<file path="config.mk">
export PLATFORM = sky130hd
export DESIGN_NAME = ram_arbiter
export DESIGN_NICKNAME = d
export VERILOG_FILES = /design/src/rtl/ram_arb_pkg.sv /design/src/rtl/rr_arbiter.sv /design/src/rtl/ram_arbiter.sv
export SDC_FILE = /design/constraint.sdc
export NUM_CORES = 1
export LEC_CHECK = 0
export ABC_CLOCK_PERIOD_IN_PS = 13100
export BUFFER_PORTS_ARGS = -buffer_cell sky130_fd_sc_hd__buf_2
export CORE_ASPECT_RATIO = 0.7
export CORE_MARGIN = 8
export CORE_UTILIZATION = 50
export CTS_BUF_LIST = sky130_fd_sc_hd__clkbuf_4
export DETAILED_ROUTE_END_ITERATION = 12
export PLACE_DENSITY = 0.87
export SLEW_MARGIN = 20
export SYNTH_ARGS = -nofsm -noshare
export SYNTH_HDL_FRONTEND = slang
export SYNTH_HIERARCHICAL = 1
export SYNTH_SLANG_ARGS = --single-unit
</file>
<file path="constraint.sdc">
create_clock -name clk -period 13.1 [get_ports clk]
set_input_delay 1.31 -clock clk [delete_from_list [all_inputs] [get_ports clk]]
set_output_delay 1.31 -clock clk [all_outputs]
set_load 0.02 [all_outputs]
</file>
<file path="src/rtl/ram_arb_pkg.sv">
// Shared constants, types and helpers for the dual-port RAM arbiter.
package ram_arb_pkg;

  localparam int NUM_REQ_DEF    = 4;
  localparam int ADDR_WIDTH_DEF = 4;
  localparam int DATA_WIDTH_DEF = 8;
  localparam int MAX_REQ        = 8;
  localparam int MAX_IDX_W      = 3;

  typedef logic [$clog2(NUM_REQ_DEF)-1:0] req_idx_t;

  // OR of the indices of all set bits; exact for a one-hot or all-zero input.
  function automatic logic [MAX_IDX_W-1:0] onehot_to_idx(input logic [MAX_REQ-1:0] oh);
    logic [MAX_IDX_W-1:0] idx;
    idx = '0;
    for (int i = 0; i < MAX_REQ; i++) begin
      if (oh[i]) idx = idx | MAX_IDX_W'(i);
    end
    return idx;
  endfunction

endpackage

</file>
<file path="src/rtl/rr_arbiter.sv">
// Round-robin arbiter: search starts one past the last winner and wraps.
// gnt_idx reports the candidate even when hold is set, so callers can inspect it.
module rr_arbiter
  import ram_arb_pkg::*;
#(
  parameter  int N     = 4,
  localparam int IDX_W = (N > 1) ? $clog2(N) : 1
) (
  input  logic             clk,
  input  logic             rst,
  input  logic [N-1:0]     req,
  input  logic             hold,
  output logic [N-1:0]     gnt,
  output logic [IDX_W-1:0] gnt_idx,
  output logic             gnt_valid
);

  logic [IDX_W-1:0] ptr;
  logic [N-1:0]     cand;

  // Scan from farthest to nearest so the nearest requester overwrites the rest.
  always_comb begin
    logic [IDX_W-1:0] k;
    cand = '0;
    k    = '0;
    for (int i = N; i >= 1; i--) begin
      k = IDX_W'((int'(ptr) + i) % N);
      if (req[k]) begin
        cand    = '0;
        cand[k] = 1'b1;
      end
    end
  end

  assign gnt_idx   = IDX_W'(onehot_to_idx(MAX_REQ'(cand)));
  assign gnt_valid = (|cand) & ~hold & ~rst;
  assign gnt       = gnt_valid ? cand : '0;

  always_ff @(posedge clk) begin
    if (rst) begin
      ptr <= IDX_W'(N - 1);
    end else if (gnt_valid) begin
      ptr <= gnt_idx;
    end
  end

endmodule

</file>
<file path="src/rtl/ram_arbiter.sv">
// Shares one dual-port RAM between NUM_REQ requesters with independent
// round-robin write and read arbitration and a 2-cycle read return path.
module ram_arbiter
  import ram_arb_pkg::*;
#(
  parameter  int NUM_REQ    = NUM_REQ_DEF,
  parameter  int ADDR_WIDTH = ADDR_WIDTH_DEF,
  parameter  int DATA_WIDTH = DATA_WIDTH_DEF,
  localparam int IDX_W      = (NUM_REQ > 1) ? $clog2(NUM_REQ) : 1
) (
  input  logic                          clk,
  input  logic                          rst,
  input  logic [NUM_REQ-1:0]            wr_req,
  input  logic [NUM_REQ*ADDR_WIDTH-1:0] wr_addr,
  input  logic [NUM_REQ*DATA_WIDTH-1:0] wr_data,
  output logic [NUM_REQ-1:0]            wr_gnt,
  input  logic [NUM_REQ-1:0]            rd_req,
  input  logic [NUM_REQ*ADDR_WIDTH-1:0] rd_addr,
  output logic [NUM_REQ-1:0]            rd_gnt,
  output logic [NUM_REQ-1:0]            rd_valid,
  output logic [DATA_WIDTH-1:0]         rd_data,
  output logic                          ram_wr_enb,
  output logic [ADDR_WIDTH-1:0]         ram_wr_addr,
  output logic [DATA_WIDTH-1:0]         ram_wr_data,
  output logic                          ram_rd_enb,
  output logic [ADDR_WIDTH-1:0]         ram_rd_addr,
  input  logic [DATA_WIDTH-1:0]         ram_rd_data
);

  logic [ADDR_WIDTH-1:0] wr_addr_a [NUM_REQ];
  logic [DATA_WIDTH-1:0] wr_data_a [NUM_REQ];
  logic [ADDR_WIDTH-1:0] rd_addr_a [NUM_REQ];

  for (genvar g = 0; g < NUM_REQ; g++) begin : g_unpack
    assign wr_addr_a[g] = wr_addr[g*ADDR_WIDTH +: ADDR_WIDTH];
    assign wr_data_a[g] = wr_data[g*DATA_WIDTH +: DATA_WIDTH];
    assign rd_addr_a[g] = rd_addr[g*ADDR_WIDTH +: ADDR_WIDTH];
  end

  logic [IDX_W-1:0] wr_idx, rd_idx;
  logic             wr_go, rd_go;
  logic             collision;

  rr_arbiter #(.N(NUM_REQ)) u_wr_arb (
    .clk       (clk),
    .rst       (rst),
    .req       (wr_req),
    .hold      (1'b0),
    .gnt       (wr_gnt),
    .gnt_idx   (wr_idx),
    .gnt_valid (wr_go)
  );

  // A read that would race a same-cycle write to its address waits one cycle
  // so it is issued after the write and returns the new data.
  assign collision = wr_go & (|rd_req) & (rd_addr_a[rd_idx] == wr_addr_a[wr_idx]);

  rr_arbiter #(.N(NUM_REQ)) u_rd_arb (
    .clk       (clk),
    .rst       (rst),
    .req       (rd_req),
    .hold      (collision),
    .gnt       (rd_gnt),
    .gnt_idx   (rd_idx),
    .gnt_valid (rd_go)
  );

  logic [IDX_W-1:0] rd_idx_q1, rd_idx_q2;
  logic             rd_vld_q1, rd_vld_q2;

  always_ff @(posedge clk) begin
    if (rst) begin
      ram_wr_enb  <= 1'b0;
      ram_wr_addr <= '0;
      ram_wr_data <= '0;
      ram_rd_enb  <= 1'b0;
      ram_rd_addr <= '0;
      rd_vld_q1   <= 1'b0;
      rd_vld_q2   <= 1'b0;
      rd_idx_q1   <= '0;
      rd_idx_q2   <= '0;
    end else begin
      ram_wr_enb <= wr_go;
      if (wr_go) begin
        ram_wr_addr <= wr_addr_a[wr_idx];
        ram_wr_data <= wr_data_a[wr_idx];
      end
      ram_rd_enb <= rd_go;
      if (rd_go) begin
        ram_rd_addr <= rd_addr_a[rd_idx];
      end
      rd_vld_q1 <= rd_go;
      rd_idx_q1 <= rd_idx;
      rd_vld_q2 <= rd_vld_q1;
      rd_idx_q2 <= rd_idx_q1;
    end
  end

  assign rd_valid = rd_vld_q2 ? (NUM_REQ'(1) << rd_idx_q2) : '0;
  assign rd_data  = ram_rd_data;

endmodule

</file>
Yosys cells after proc, flatten, opt, wreduce, memory -nomap -nowiden

Cells that the tools add are included.

Register bits: 27
Input port bits: 82
Output and inout bits: 38
Logic and storage cells: 116

$add $sub $neg: 8
$lt $le $gt $ge: 18
Eq/ne operators: 1
Shifts and indexed selects: 1
Muxes and demuxes: 58
Bitwise gates (word level): 9
Reduce and logical (&&, ||, !) cells: 11

Operators by type and width:

| cell                                                                                 | count |
|---|---|
| 4-bit two-way mux                                                                    | 15 |
| 2-bit by 3-bit < comparator with 1-bit output (second input constant)                | 8 |
| 1-bit two-way mux                                                                    | 18 |
| 1-bit binary-select mux with 2-bit select                                            | 8 |
| 4-bit binary-select mux with 2-bit select                                            | 2 |
| 8-bit binary-select mux with 2-bit select                                            | 1 |
| 1-bit demux with 2-bit select                                                        | 8 |
| 2-bit by 1-bit greater-or-equal comparator with 1-bit output (second input constant) | 8 |
| 8-bit two-way mux                                                                    | 2 |
| 4-bit OR reduction                                                                   | 3 |
| 2-bit by 1-bit adder with 2-bit output (second input constant)                       | 4 |
| 2-bit adder (second input constant)                                                  | 4 |
| 1-bit logical AND                                                                    | 8 |
| 2-bit two-way mux                                                                    | 4 |
| 3-bit greater-or-equal comparator (second input constant)                            | 2 |
| 2-bit NOT with 3-bit output                                                          | 2 |
| 1-bit bitwise AND                                                                    | 5 |
| 4-bit equality test                                                                  | 1 |
| 1-bit by 2-bit << shifter with 4-bit output (first input constant)                   | 1 |
| 1-bit NOT                                                                            | 2 |

Logic depth before layout (Yosys ltp)

Gate-level depths: netlist (run 1).

Depth after elaboration: 22
Gate-level depth with buffers: 17
Depth with buffers taken out: 14

By module

The synthesis (run 1) kept the hierarchy.

Modules (own cells, without submodules):

| module      | instances | cells an instance | area an instance (µm²) | sequential area each (µm²) |
|---|---|---|---|---|
| ram_arbiter | 1         | 106               | 1313.8                 | 460.4 |
| rr_arbiter  | 2         | 48                | 508.0                  | 40.0 |

Least setup slack after synthesis (run 1)

No wires, ideal clock.

Kind: input -> output
From: in wr_req[1]
To: out rd_gnt[0]
Arrival: 4187 ps
Required time: 11790 ps
Setup slack: 7603 ps
Cell stages on the path: 11
Path buffers: 2
Path through: mux4_2 or2b_1 o221ai_1 and2_4 inv_2 buf_6 mux4_1 xor2_1 nor3_2 buf_1 nor3_1

Longest elaborated chain between the ends: 19
Elaborated cells between the ends (all ways): 28
Classes of those cells: 1 x eq/ne; 19 x mux; 7 x bitwise; 1 x reduce/logical

RTL lines:

| element                                                | line              | RTL |
|---|---|---|
| start: declaration                                     | ram_arbiter.sv:13 | `input logic [NUM_REQ-1:0] wr_req,` |
| 1-bit binary-select mux with 2-bit select              | rr_arbiter.sv:28  | `if (req[k]) begin` |
| 1-bit two-way mux (not written as such)                | rr_arbiter.sv:28  |  |
| 4-bit two-way mux (3 in a row)                         | rr_arbiter.sv:28  |  |
| 4-bit two-way mux *                                    | rr_arbiter.sv:28  |  |
| 1-bit two-way mux                                      | ram_arb_pkg.sv:17 | `if (oh[i]) idx = idx \| MAX_IDX_W'(i);` |
| 2-bit two-way mux                                      | ram_arb_pkg.sv:17 |  |
| 2-bit two-way mux *                                    | ram_arb_pkg.sv:17 |  |
| named net wr_idx[0]                                    | ram_arbiter.sv:40 | `logic [IDX_W-1:0] wr_idx, rd_idx;` |
| 2-bit NOT with 3-bit output (not written as such) *    | ram_arbiter.sv:56 | `assign collision = wr_go & (\|rd_req) & (rd_addr_a[rd_idx] == wr_addr_a[wr_idx]);` |
| 4-bit binary-select mux with 2-bit select *            | ram_arbiter.sv:56 |  |
| 4-bit two-way mux (not written as such) * (2 in a row) | ram_arbiter.sv:56 |  |
| 4-bit equality test *                                  | ram_arbiter.sv:56 |  |
| 1-bit bitwise AND *                                    | ram_arbiter.sv:56 |  |
| named net collision                                    | ram_arbiter.sv:42 | `logic collision;` |
| 1-bit NOT *                                            | rr_arbiter.sv:36  | `assign gnt_valid = (\|cand) & ~hold & ~rst;` |
| 1-bit bitwise AND * (2 in a row)                       | rr_arbiter.sv:36  |  |
| 4-bit two-way mux *                                    | rr_arbiter.sv:37  | `assign gnt = gnt_valid ? cand : '0;` |
| end: declaration                                       | ram_arbiter.sv:19 | `output logic [NUM_REQ-1:0] rd_gnt,` |

The timed path passes the listed nets; every way through them passes the cells marked *. The select of a mux whose other input is x is not followed.

Worst setup path in the final report (run 1)

From: reg u_wr_arb.ptr[0]
To: out rd_gnt[0]

Longest elaborated chain between the ends: 22
Elaborated cells between the ends (all ways): 52
Classes of those cells: 4 x add/sub; 8 x order compare; 1 x eq/ne; 27 x mux; 7 x bitwise; 5 x reduce/logical

RTL lines:

| element                                                                                                                                             | line              | RTL |
|---|---|---|
| start: declaration                                                                                                                                  | rr_arbiter.sv:18  | `logic [IDX_W-1:0] ptr;` |
| start signal: assignment                                                                                                                            | rr_arbiter.sv:41  | `ptr <= IDX_W'(N - 1);` |
| start signal: assignment                                                                                                                            | rr_arbiter.sv:43  | `ptr <= gnt_idx;` |
| 2-bit by 1-bit adder with 2-bit output                                                                                                              | rr_arbiter.sv:27  | `k = IDX_W'((int'(ptr) + i) % N);` |
| 2-bit by 3-bit < comparator with 1-bit output (not written as such) or 2-bit by 1-bit greater-or-equal comparator with 1-bit output (tied branches) | rr_arbiter.sv:30  | `cand[k] = 1'b1;` |
| 1-bit logical AND (not written as such)                                                                                                             | rr_arbiter.sv:30  |  |
| 1-bit two-way mux (not written as such)                                                                                                             | rr_arbiter.sv:30  |  |
| 1-bit demux with 2-bit select                                                                                                                       | n/a               |  |
| 4-bit two-way mux (3 in a row)                                                                                                                      | rr_arbiter.sv:28  |  |
| 4-bit two-way mux *                                                                                                                                 | rr_arbiter.sv:28  |  |
| 1-bit two-way mux                                                                                                                                   | ram_arb_pkg.sv:17 |  |
| (+2 left out)                                                                                                                                       | n/a               |  |
| named net wr_idx[0]                                                                                                                                 | ram_arbiter.sv:40 |  |
| (+1 left out)                                                                                                                                       | n/a               |  |
| 4-bit binary-select mux with 2-bit select *                                                                                                         | ram_arbiter.sv:56 |  |
| 4-bit two-way mux (not written as such) * (2 in a row)                                                                                              | ram_arbiter.sv:56 |  |
| 4-bit equality test *                                                                                                                               | ram_arbiter.sv:56 |  |
| 1-bit bitwise AND *                                                                                                                                 | ram_arbiter.sv:56 |  |
| named net collision                                                                                                                                 | ram_arbiter.sv:42 |  |
| 1-bit NOT *                                                                                                                                         | rr_arbiter.sv:36  |  |
| 1-bit bitwise AND * (2 in a row)                                                                                                                    | rr_arbiter.sv:36  |  |
| 4-bit two-way mux *                                                                                                                                 | rr_arbiter.sv:37  |  |

Marked as above.

==> qor.csv, run 1 <==
stage;metric;value;unit
timing;setup_viol;0;
clock_network;cts_tree;built;
setup_path;critPathCaptureType;primary output;
clock_network;clk_pin_slew;160;ps
setup_path;startpoint;u_wr_arb/ptr[0];
cells_and_area;drive_gt1_share;49.3;%
global_routing;grt_overflow;0;
logic_synthesis;ys_types;38;
power;ir_drop;0.189;mV
drt;viasPerCell;5.75;
setup_path;r2r_cells;14;
setup_path;rr_startpoint;u_wr_arb/ptr[0];
place;detailed_place_hpwl;5.30;mm
logic_synthesis;avgSynthCellArea;11.5;um^2
logic_synthesis;synthCells;202;
cells_and_area;synthToLayoutAreaGrowth;22.7;%
logic_synthesis;synth_area;2330;um^2
place;portBuffers;103;
timing;tightest_slew;1000;ps
timing;hold_viol_final;0;
setup_path;start_kind;register;
timing;finalCritPeriodShare;46.4;%
clock_network;cts_max_path_buffers;2;
global_routing;grt_pass1_vias;2104;
drt;num_vias;1995;
logic_synthesis;synth_largest_area_cell;dfxtp_1;
clock_network;cts.sinks;27;
clock_network;h-tree-depth;1;
timing;rsz0062_at_grt;false;
timing;worst_slack;7020;ps
floorplan;core_area;4400;um^2
timing;fin_crit;6080;ps
cells_and_area;nFillCells;359;
setup_path;cp.required;11790;ps
timing;relSlewSlack;32.9;%
status;outcome;complete, no violations;
setup_path;criticalPathCategory;reg2out;
floorplan;start_util;52.9;%
drt;ant_nets;0;
floorplan;die_w;97.6;um
power;power_density;277;nW/um^2
global_routing;grt_max_degree;38;
setup_path;cp-endpoint;rd_gnt[0];
setup_path;worstPathMaxFanout;13;
job;drv_cap;0;
timing;fmax;164;MHz
timing;finalMaxSlewViolations;0;
global_routing;grt_pass1_wl;10.3;mm
logic_synthesis;synth_top_area_share;23.2;%
clock_network;insertion_delay;340;ps
clock_network;root_buffer;clkbuf_4;
worst_hold_path;hold_path.class;reg2reg;
clock_network;post_cts_resize_count;0;
floorplan;fp.dieH;73.1;um
timing;clock_skew;3.33;ps
floorplan;ios;120;
cells_and_area;final_cell_mix;buf_2 (103), dfxtp_1 (27), nor2_1 (17);
clock_network;cts_setup_buffers;0;
logic_synthesis;synth.area.top_cells;dfxtp_1 (23%), mux4_1 (15%), mux4_2 (11%), ha_1 (7.5%), mux2i_1 (6.9%);
drt;wl_per_cell;18.5;um
global_routing;antenna_found_initial;0;
setup_path;rrSetupSlack;8210;ps
clock_network;cts_buffers;3;
place;place.gp.congestion;0.883;
clock_network;postCtsHoldBufs;0;
drt;finalWirelength;6.41;mm
place;dp_slack;7120;ps
timing;setup_tns;0;ps
floorplan;die-area;7130;um^2
power;p_leak;1.38;nW
drt;drc;0;
setup_path;r2r_end;ram_rd_addr[2];
global_routing;grt_use_total;17.4;%
logic_synthesis;synth_nets;298;
setup_path;cp.arrival;4770;ps
cells_and_area;num_antenna_cells;0;
logic_synthesis;synth_warnings;6;
logic_synthesis;yosysSeqAreaShare;23.2;%
cells_and_area;fin_nets;389;
floorplan;num_rows;20;
drt;drt_pass1_iterations;4;
drt;drt_iter0_markers;53;
logic_synthesis;synth-seq-cells;27;
cells_and_area;final_common_cell;buf_2;
==> where the power goes <==
group	switching (W)	total (W)	leakage [nW]	internal, W
combinational	0.000319	0.000611	1.15	0.000291
clock	0.0000275	0.0000392	0.0139	0.0000117
sequential	0.0000278	0.000142	0.222	0.000114
==> routing by layer <==
layer	global-route usage (%)	part of all wire, %
met5	0	0
met4	3.01	0.51
met3	8.04	10
met2	30.2	48
met1	19.5	42
==> kinds of logic after synthesis <==
| family | count (synthesis) | share of synthesized area, % |
|---|---|---|
| and+or+nand+nor | 62 | 15.7 |
| muxes | 40 | 32.2 |
| adders and majority gates | 14 | 7.52 |
| xor gates and xnor gates | 4 | 1.50 |
| AOI/OAI and AO/OA | 29 | 14.0 |
| buffers and inverters | 25 | 5.69 |
| DFF | 27 | 23.2 |
| other | 1 | 0.161 |
==> how the worst min path moves through the flow <==
| stage | from | endpoint | cells past startpoint |
|---|---|---|---|
| 4_1_cts | rd_idx_q1[0] | rd_idx_q2[0] | 1 |
| 3_5_place_dp | rd_idx_q1[0] | rd_idx_q2[0] | 1 |
| 6_report | rd_idx_q1[0] | rd_idx_q2[0] | 1 |
| 2_1_floorplan | rd_idx_q1[0] | rd_idx_q2[0] | 1 |
| 5_1_grt | rd_idx_q1[1] | rd_idx_q2[1] | 1 |
| 3_3_place_gp | rd_idx_q1[1] | rd_idx_q2[1] | 1 |
==> cells in the mapped netlist (all sizes together) <==
master,number
xor2,1
nand2,5
o311ai,2
ha,14
nor3,9
or2b,2
conb,1
a21o,2
buf,12
clkbuf,5
and2,2
nand2b,8
and3b,9
nor2b,7
a21oi,4
a211o,8
o221ai,10
dfxtp,27
o41ai,1
xnor2,3
nor2,17
mux4,24
nand3,1
and3,1
inv,8
a311oi,2
nor3b,1
mux2i,16
==> registers in the layout, summed over array words and instances, names as in the netlist <==
name	flops
ram_wr_data	8
ram_rd_addr	4
ram_wr_addr	4
rd_idx_q1	2
rd_idx_q2	2
u_rd_arb/ptr	2
u_wr_arb/ptr	2
ram_wr_enb	1
rd_vld_q1	1
rd_vld_q2	1
==> through the flow <==
stage	hold WS (ps)	power [W]	area, um^2	utilization [%]	cells
after floorplan	414	0.000639	2330	-	202
after global placement	419	0.000741	2830	64.2	343
after detailed placement	450	0.000757	2830	64.2	343
after CTS	470	0.000797	2860	64.9	347
after global routing	486	0.000850	2860	64.9	347
final	467	0.000792	2860	64.9	347
==> worst max-delay path, stage by stage (launching register included) <==
cell and delay [ps]:
dfxtp_1 620, inv_1 190, ha_1 370, mux4_2 610, or2b_1 340, o221ai_1 280, and2_4 220, inv_2 140
mux4_1 540, xnor2_1 190, nand3_1 100, nor3_2 490, nor3_1 140, buf_2 200
==> final cells by class <==
| class | count | area [um^2] | share of cell area [%] |
|---|---|---|---|
| repair buffers | 103 | 515 | 18.0 |
| clock inverters | 1 | 7.51 | 0.263 |
| well taps | 55 | 68.8 | 2.41 |
| clock buffers | 3 | 22.5 | 0.788 |
| flip-flops and latches | 27 | 541 | 18.9 |
| inverters | 8 | 30.0 | 1.05 |
| multi-input cells | 150 | 1670 | 58.6 |
(Power assumes the default switching activity.)
==> inputs of run 2 (changes only) <==
Settings changed: ABC_CLOCK_PERIOD_IN_PS 13100 to 5900, CORE_UTILIZATION 50 to 47, PLACE_DENSITY 0.87 to 0.83.
Clock period 13.1 ns to 5.9 ns, I/O delays scaled along.
==> qor.csv, run 2 (synthesis results as in run 1) <==
stage;metric;value;unit
cells_and_area;fin_cells;362;
clock_network;cts_setup_buffers;0;
cells_and_area;largest-register;ram_wr_data;
floorplan;die_w;100;um
floorplan;fp.dieH;74.9;um
worst_hold_path;hold_end;rd_idx_q2[0];
clock_network;postCtsHoldBufs;0;
timing;tightest_slew;917;ps
setup_path;cp.arrival;4580;ps
clock_network;root_buffer;clkbuf_4;
worst_hold_path;hold_path.class;reg2reg;
clock_network;clk_pin_slew;150;ps
power;pwr-share-comb;76.9;%
timing;finalCritPeriodShare;87.7;%
global_routing;grt_use_total;15.2;%
clock_network;insertion_delay;320;ps
cells_and_area;nFillCells;410;
drt;drc;0;
setup_path;cp.required;5310;ps
timing;timing.hold.ws;457;ps
setup_path;critPathCaptureType;primary output;
floorplan;start_util;48.7;%
setup_path;worst_path_dominant_cell_family;simple AND/OR/NAND/NOR gates;
drt;drt_pass1_iterations;5;
setup_path;rrSetupSlack;1190;ps
place;detailed_place_hpwl;5.02;mm
clock_network;cts_buffers;3;
drt;ant_nets;0;
power;p_int;0.000931;W
place;place.gp.congestion;0.861;
setup_path;crit_buf_inv;3;
power;p_sw_share;46.4;%
global_routing;antenna_found_initial;0;
floorplan;ios;120;
cells_and_area;largest_reg_flops;8;
drt;drt_iter0_markers;42;
setup_path;crit_slowest_cell;mux4_2;
timing;fin_crit;5170;ps
timing;fmax;193;MHz
power;ir_drop;0.295;mV
cells_and_area;drive_gt1_share;49.5;%
timing;rsz0062_at_grt;false;
setup_path;r2r_end;ram_rd_addr[0];
power;pwr-share-clk;5.1;%
place;portBuffers;103;
setup_path;worst_path_largest_cell_delay;600;ps
setup_path;crit_chain;inv_1, ha_1, mux4_2, or2b_1, o221ai_1, and2_4, inv_2, mux4_1, xnor2_1, nand3_1, nor3_2, nor3_1, buf_2;
global_routing;grt_pass1_wl;9.23;mm
cells_and_area;utilization;60.1;%
cells_and_area;synthToLayoutAreaGrowth;23.3;%
timing;setup_tns;0;ps
setup_path;rr_startpoint;u_wr_arb/ptr[0];
power;p_seq_share;18.0;%
timing;clock_skew;2.54;ps
clock_network;cts_tree;built;
cells_and_area;seq_area;541;um^2
global_routing;grt_pass1_vias;1996;
setup_path;start_kind;register;
floorplan;num_rows;21;
timing;hold_viol_final;0;
cells_and_area;top_regs;ram_wr_data: 8 flops, ram_rd_addr: 4 flops, ram_wr_addr: 4 flops;
place;dp_cells;358;
floorplan;core_area;4780;um^2
clock_network;post_cts_resize_count;0;
setup_path;r2r_cells;13;
power;p_leak;1.39;nW
timing;setup_viol;0;
drt;wl_per_cell;16.5;um
clock_network;cts.sinks;27;
global_routing;grt_max_degree;38;
cells_and_area;final_cell_mix;buf_2 (103), dfxtp_1 (27), nor2_1 (17);
status;outcome;complete, no violations;
clock_network;h-tree-depth;1;
drt;viasPerCell;5.49;
drt;finalWirelength;5.99;mm
cells_and_area;fin_nets;390;
timing;finalMaxSlewViolations;0;
job;drv_cap;0;
drt;num_vias;1986;
setup_path;criticalPathCategory;reg2out;
worst_hold_path;min_path_cells;1;
power;p_total;0.00174;W
timing;relSlewSlack;38.4;%
global_routing;grt_overflow;0;
setup_path;worstPathMaxFanout;13;
clock_network;cts_max_path_buffers;2;
power;power_density;604;nW/um^2
cells_and_area;multi_input_area;1660;um^2
cells_and_area;num_antenna_cells;0;
floorplan;die-area;7500;um^2
cells_and_area;final_common_cell;buf_2;
power;p_switching;0.000805;W
worst_hold_path;hp-start;rd_idx_q1[0];
run 2: cell count changes in the layout (fill, tap and decap cells not counted):
| cell | change |
|---|---|
| a311oi_2 | +1 |
| clkinvlp_4 | -1 |
| a311oi_4 | -1 |
| clkbuf_4 | +1 |
| buf_4 | +1 |
run 2: per-layer routing:
| layer | track usage [%] | wire [um] | vias up |
|---|---|---|---|
| met1 | 18.0 | 2480 | 951 |
| met5 | 0 | 0 | - |
| met2 | 26.1 | 3040 | 71 |
| met4 | 3.83 | 73 | 0 |
| met3 | 4.89 | 396 | 8 |
| li1 | - | - | 956 |
run 2: power by group through the flow:
stage          registers [W]  clock network, W  logic [W]
6_report            0.000313         0.0000883    0.00134
5_1_grt             0.000324         0.0000947    0.00145
4_1_cts             0.000313         0.0000894    0.00135
3_5_place_dp        0.000315                 0    0.00135
3_3_place_gp        0.000313                 0    0.00132
2_1_floorplan       0.000366                 0    0.00105
run 2: worst max-delay path by stage:
stage / slack (ps) / endpoint / from / depth (start not counted)
floorplan: 1440 / rd_gnt[0] / u_wr_arb/ptr[0] / 13
global placement: 1230 / rd_gnt[1] / u_wr_arb/ptr[1] / 12
detailed placement: 1090 / rd_gnt[0] / u_wr_arb/ptr[0] / 13
CTS: 700 / rd_gnt[0] / u_wr_arb/ptr[0] / 13
global route: 400 / rd_gnt[0] / u_wr_arb/ptr[0] / 13
finish: 730 / rd_gnt[0] / u_wr_arb/ptr[0] / 13
run 2: cell type report:
type | instances | share of cell area, %
Multi-Input combinational cell | 150 | 57.9
Tap cell | 69 | 3.01
Inverter | 8 | 1.05
Clock buffer | 4 | 1.05
Sequential cell | 27 | 18.8
Timing Repair Buffer | 104 | 18.2
run 2: through the flow:
| stage | area [um^2] | setup WS, ps |
|---|---|---|
| after floorplan | 2330 | 1440 |
| after CTS | 2870 | 701 |
| after global routing | 2870 | 403 |
| after detailed placement | 2840 | 1090 |
| after global placement | 2840 | 1230 |
| final | 2870 | 726 |
==> inputs of run 3 (changes only) <==
Settings changed: ABC_AREA set to 1, CORE_UTILIZATION 47 to 50.
==> qor.csv, run 3 <==
stage;metric;value;unit
status;outcome;complete, no violations;
setup_path;cp.required;5310;ps
place;place.gp.congestion;0.912;
global_routing;grt_pass1_wl;12.9;mm
logic_synthesis;yosysMostFrequentCell;nand2_1;
setup_path;worst_path_largest_cell_delay;610;ps
cells_and_area;fin_nets;634;
clock_network;cts_max_path_buffers;2;
setup_path;crit_slowest_cell;inv_1;
timing;fmax;208;MHz
timing;finalMaxSlewViolations;0;
cells_and_area;fin_cells;609;
power;p_leak;1.94;nW
cells_and_area;synthToLayoutAreaGrowth;17.2;%
clock_network;insertion_delay;340;ps
place;dp_cells;605;
cells_and_area;drive_gt1_share;32.6;%
clock_network;h-tree-depth;1;
timing;finalCritPeriodShare;81.6;%
cells_and_area;utilization;61.5;%
clock_network;postCtsHoldBufs;0;
logic_synthesis;synth_top_family_by_area;simple AND/OR/NAND/NOR gates;
place;portBuffers;103;
setup_path;crit_buf_inv;6;
floorplan;ios;120;
power;ir_drop;0.352;mV
clock_network;cts_setup_buffers;0;
floorplan;die_w;105;um
drt;finalWirelength;7.63;mm
place;dp_slack;1480;ps
timing;clock_skew;8.05;ps
setup_path;worst_path_dominant_cell_family;simple AND/OR/NAND/NOR gates;
timing;tightest_slew;984;ps
setup_path;start_kind;register;
logic_synthesis;yosys.area_share.adder;6.28;%
global_routing;grt_pass1_vias;2877;
timing;hold_viol_final;0;
logic_synthesis;synthXorXnorAreaFrac;0.314;%
logic_synthesis;avgSynthCellArea;6.18;um^2
logic_synthesis;ys_types;33;
timing;setup_viol;0;
drt;drt_pass1_iterations;4;
logic_synthesis;yosysSeqAreaShare;19.4;%
power;p_seq_share;13.5;%
global_routing;grt_use_total;17.8;%
power;power_density;708;nW/um^2
floorplan;num_rows;22;
setup_path;worstPathMaxFanout;27;
clock_network;clk_pin_slew;150;ps
power;pwr-share-comb;82.8;%
logic_synthesis;yosys.area_share.simple;46.9;%
clock_network;root_buffer;clkbuf_4;
setup_path;critPathCaptureType;primary output;
clock_network;cts_tree;built;
drt;viasPerCell;4.92;
setup_path;criticalPathCategory;reg2out;
logic_synthesis;synthArstFlopShare;0;%
drt;drt_iter0_markers;99;
floorplan;start_util;52.5;%
logic_synthesis;synth_edf_count;0;
drt;ant_nets;0;
logic_synthesis;synth_top_area_share;19.4;%
timing;worst_slack;1090;ps
place;dpl-instance-area;3240;um^2
global_routing;grt_overflow;0;
drt;num_vias;2998;
logic_synthesis;synth-compound-area-share;11.9;%
cells_and_area;num_antenna_cells;0;
setup_path;crit_chain;inv_2, ha_1, inv_2, nand3_2, nand2_1, nand3_1, nand3_1, nand2_1, nand2_1, nor2_4, inv_1, inv_8, nand2_1, nand3_1, nand2_1, nand2_1, nand2_1, nor2_1, nand2_1, nor2_1, inv_1, nand2_4, nor3_2, buf_2;
power;p_int;0.000902;W
cells_and_area;final_cell_mix;nand2_1 (109), buf_2 (103), inv_1 (51);
drt;drc;0;
setup_path;cp.arrival;4220;ps
logic_synthesis;synth_flop_cell;dfxtp_1;
logic_synthesis;synthMuxAreaShare;0;%
timing;setup_tns;0;ps
timing;fin_crit;4810;ps
floorplan;fp.dieH;78.5;um
clock_network;cts.sinks;27;
logic_synthesis;synth.area.top_cells;dfxtp_1 (19%), nand2_1 (15%), nand3_1 (7.5%), inv_1 (6.9%), nor2_1 (6.3%);
logic_synthesis;synth_warnings;6;
global_routing;antenna_found_initial;0;
drt;wl_per_cell;12.5;um
timing;rsz0062_at_grt;false;
logic_synthesis;synth_area;2790;um^2
global_routing;grt_max_degree;28;
logic_synthesis;synth_largest_area_cell;dfxtp_1;
timing;relSlewSlack;34.2;%
setup_path;cp_common_cell;nand2_1;
job;drv_cap;0;
worst_hold_path;hold_path.class;reg2reg;
floorplan;core_area;5310;um^2
cells_and_area;final_area;3270;um^2
cells_and_area;final_common_cell;nand2_1;
logic_synthesis;synth-seq-cells;27;
clock_network;post_cts_resize_count;0;
place;detailed_place_hpwl;6.38;mm
logic_synthesis;synthTopCellsByCount;nand2_1 (109), inv_1 (51), nor2_1 (47);
logic_synthesis;synth_nets;547;
cells_and_area;largest_reg_flops;8;
cells_and_area;top_regs;ram_wr_data: 8 flops, ram_rd_addr: 4 flops, ram_wr_addr: 4 flops;
floorplan;die-area;8260;um^2
power;pwr-share-clk;3.7;%
power;p_switching;0.00141;W
clock_network;cts_buffers;3;
power;p_sw_share;61.0;%
logic_synthesis;synthCells;451;
cells_and_area;largest-register;ram_wr_data;
## run 3: cell families after synthesis
family / after synthesis
adders and majority gates: 14
and+or+nand+nor: 261
DFF: 27
other: 1
xor gates and xnor gates: 1
buffers and inverters: 89
AOI/OAI and AO/OA: 58
## run 3: stage by stage
step	total power (W)	hold slack [ps]
after floorplan	0.00193	388
after global placement	0.00218	391
after detailed placement	0.00223	396
after CTS	0.00231	415
after global routing	0.00258	435
final	0.00231	412
## run 3: area by class of cell
class                      count  area [um^2]
timing repair buffer         103          515
clock inverter                 1         8.76
tap                           72         90.1
clock buffer                   3         22.5
fill                         520         2040
sequential                    27          541
inverter                      68          265
multi-input combinational    335         1830
## run 3: worst paths after layout
path / startpoint / endpoint / slack [ps] / cells after the start
setup / recovery: u_wr_arb/ptr[0] / rd_gnt[2] / 1090 / 24
hold reg to reg: rd_idx_q1[0] / rd_idx_q2[0] / 410 / 2
setup reg to reg: u_wr_arb/ptr[0] / ram_rd_addr[1] / 1500 / 25
hold / removal: rd_idx_q1[0] / rd_idx_q2[0] / 410 / 2
## run 3: layer usage
layer / part of all wire [%] / track usage, % / vias up / wire, um
li1: - / - / 1591 / -
met1: 46 / 22.3 / 1291 / 3510
met2: 44 / 29.6 / 106 / 3380
met3: 8.3 / 4.98 / 10 / 633
met4: 1.4 / 4.40 / 0 / 110
met5: 0 / 0 / - / 0
## run 3: power groups by stage
stage	logic (W)	registers (W)	clock network (W)
global placement	0.00187	0.000310	0
global route	0.00216	0.000321	0.0000943
floorplan	0.00156	0.000369	0
detailed placement	0.00191	0.000314	0
CTS	0.00192	0.000310	0.0000860
finish	0.00192	0.000312	0.0000856
## run 3: worst reg2reg max path: cells and delay by family (launching register included)
family | cells | cell delay (ps)
adders and majority gates | 1 | 420
and+or+nand+nor | 17 | 1770
buffers and inverters | 5 | 1220
DFF | 1 | 550
AOI/OAI and AO/OA | 2 | 380
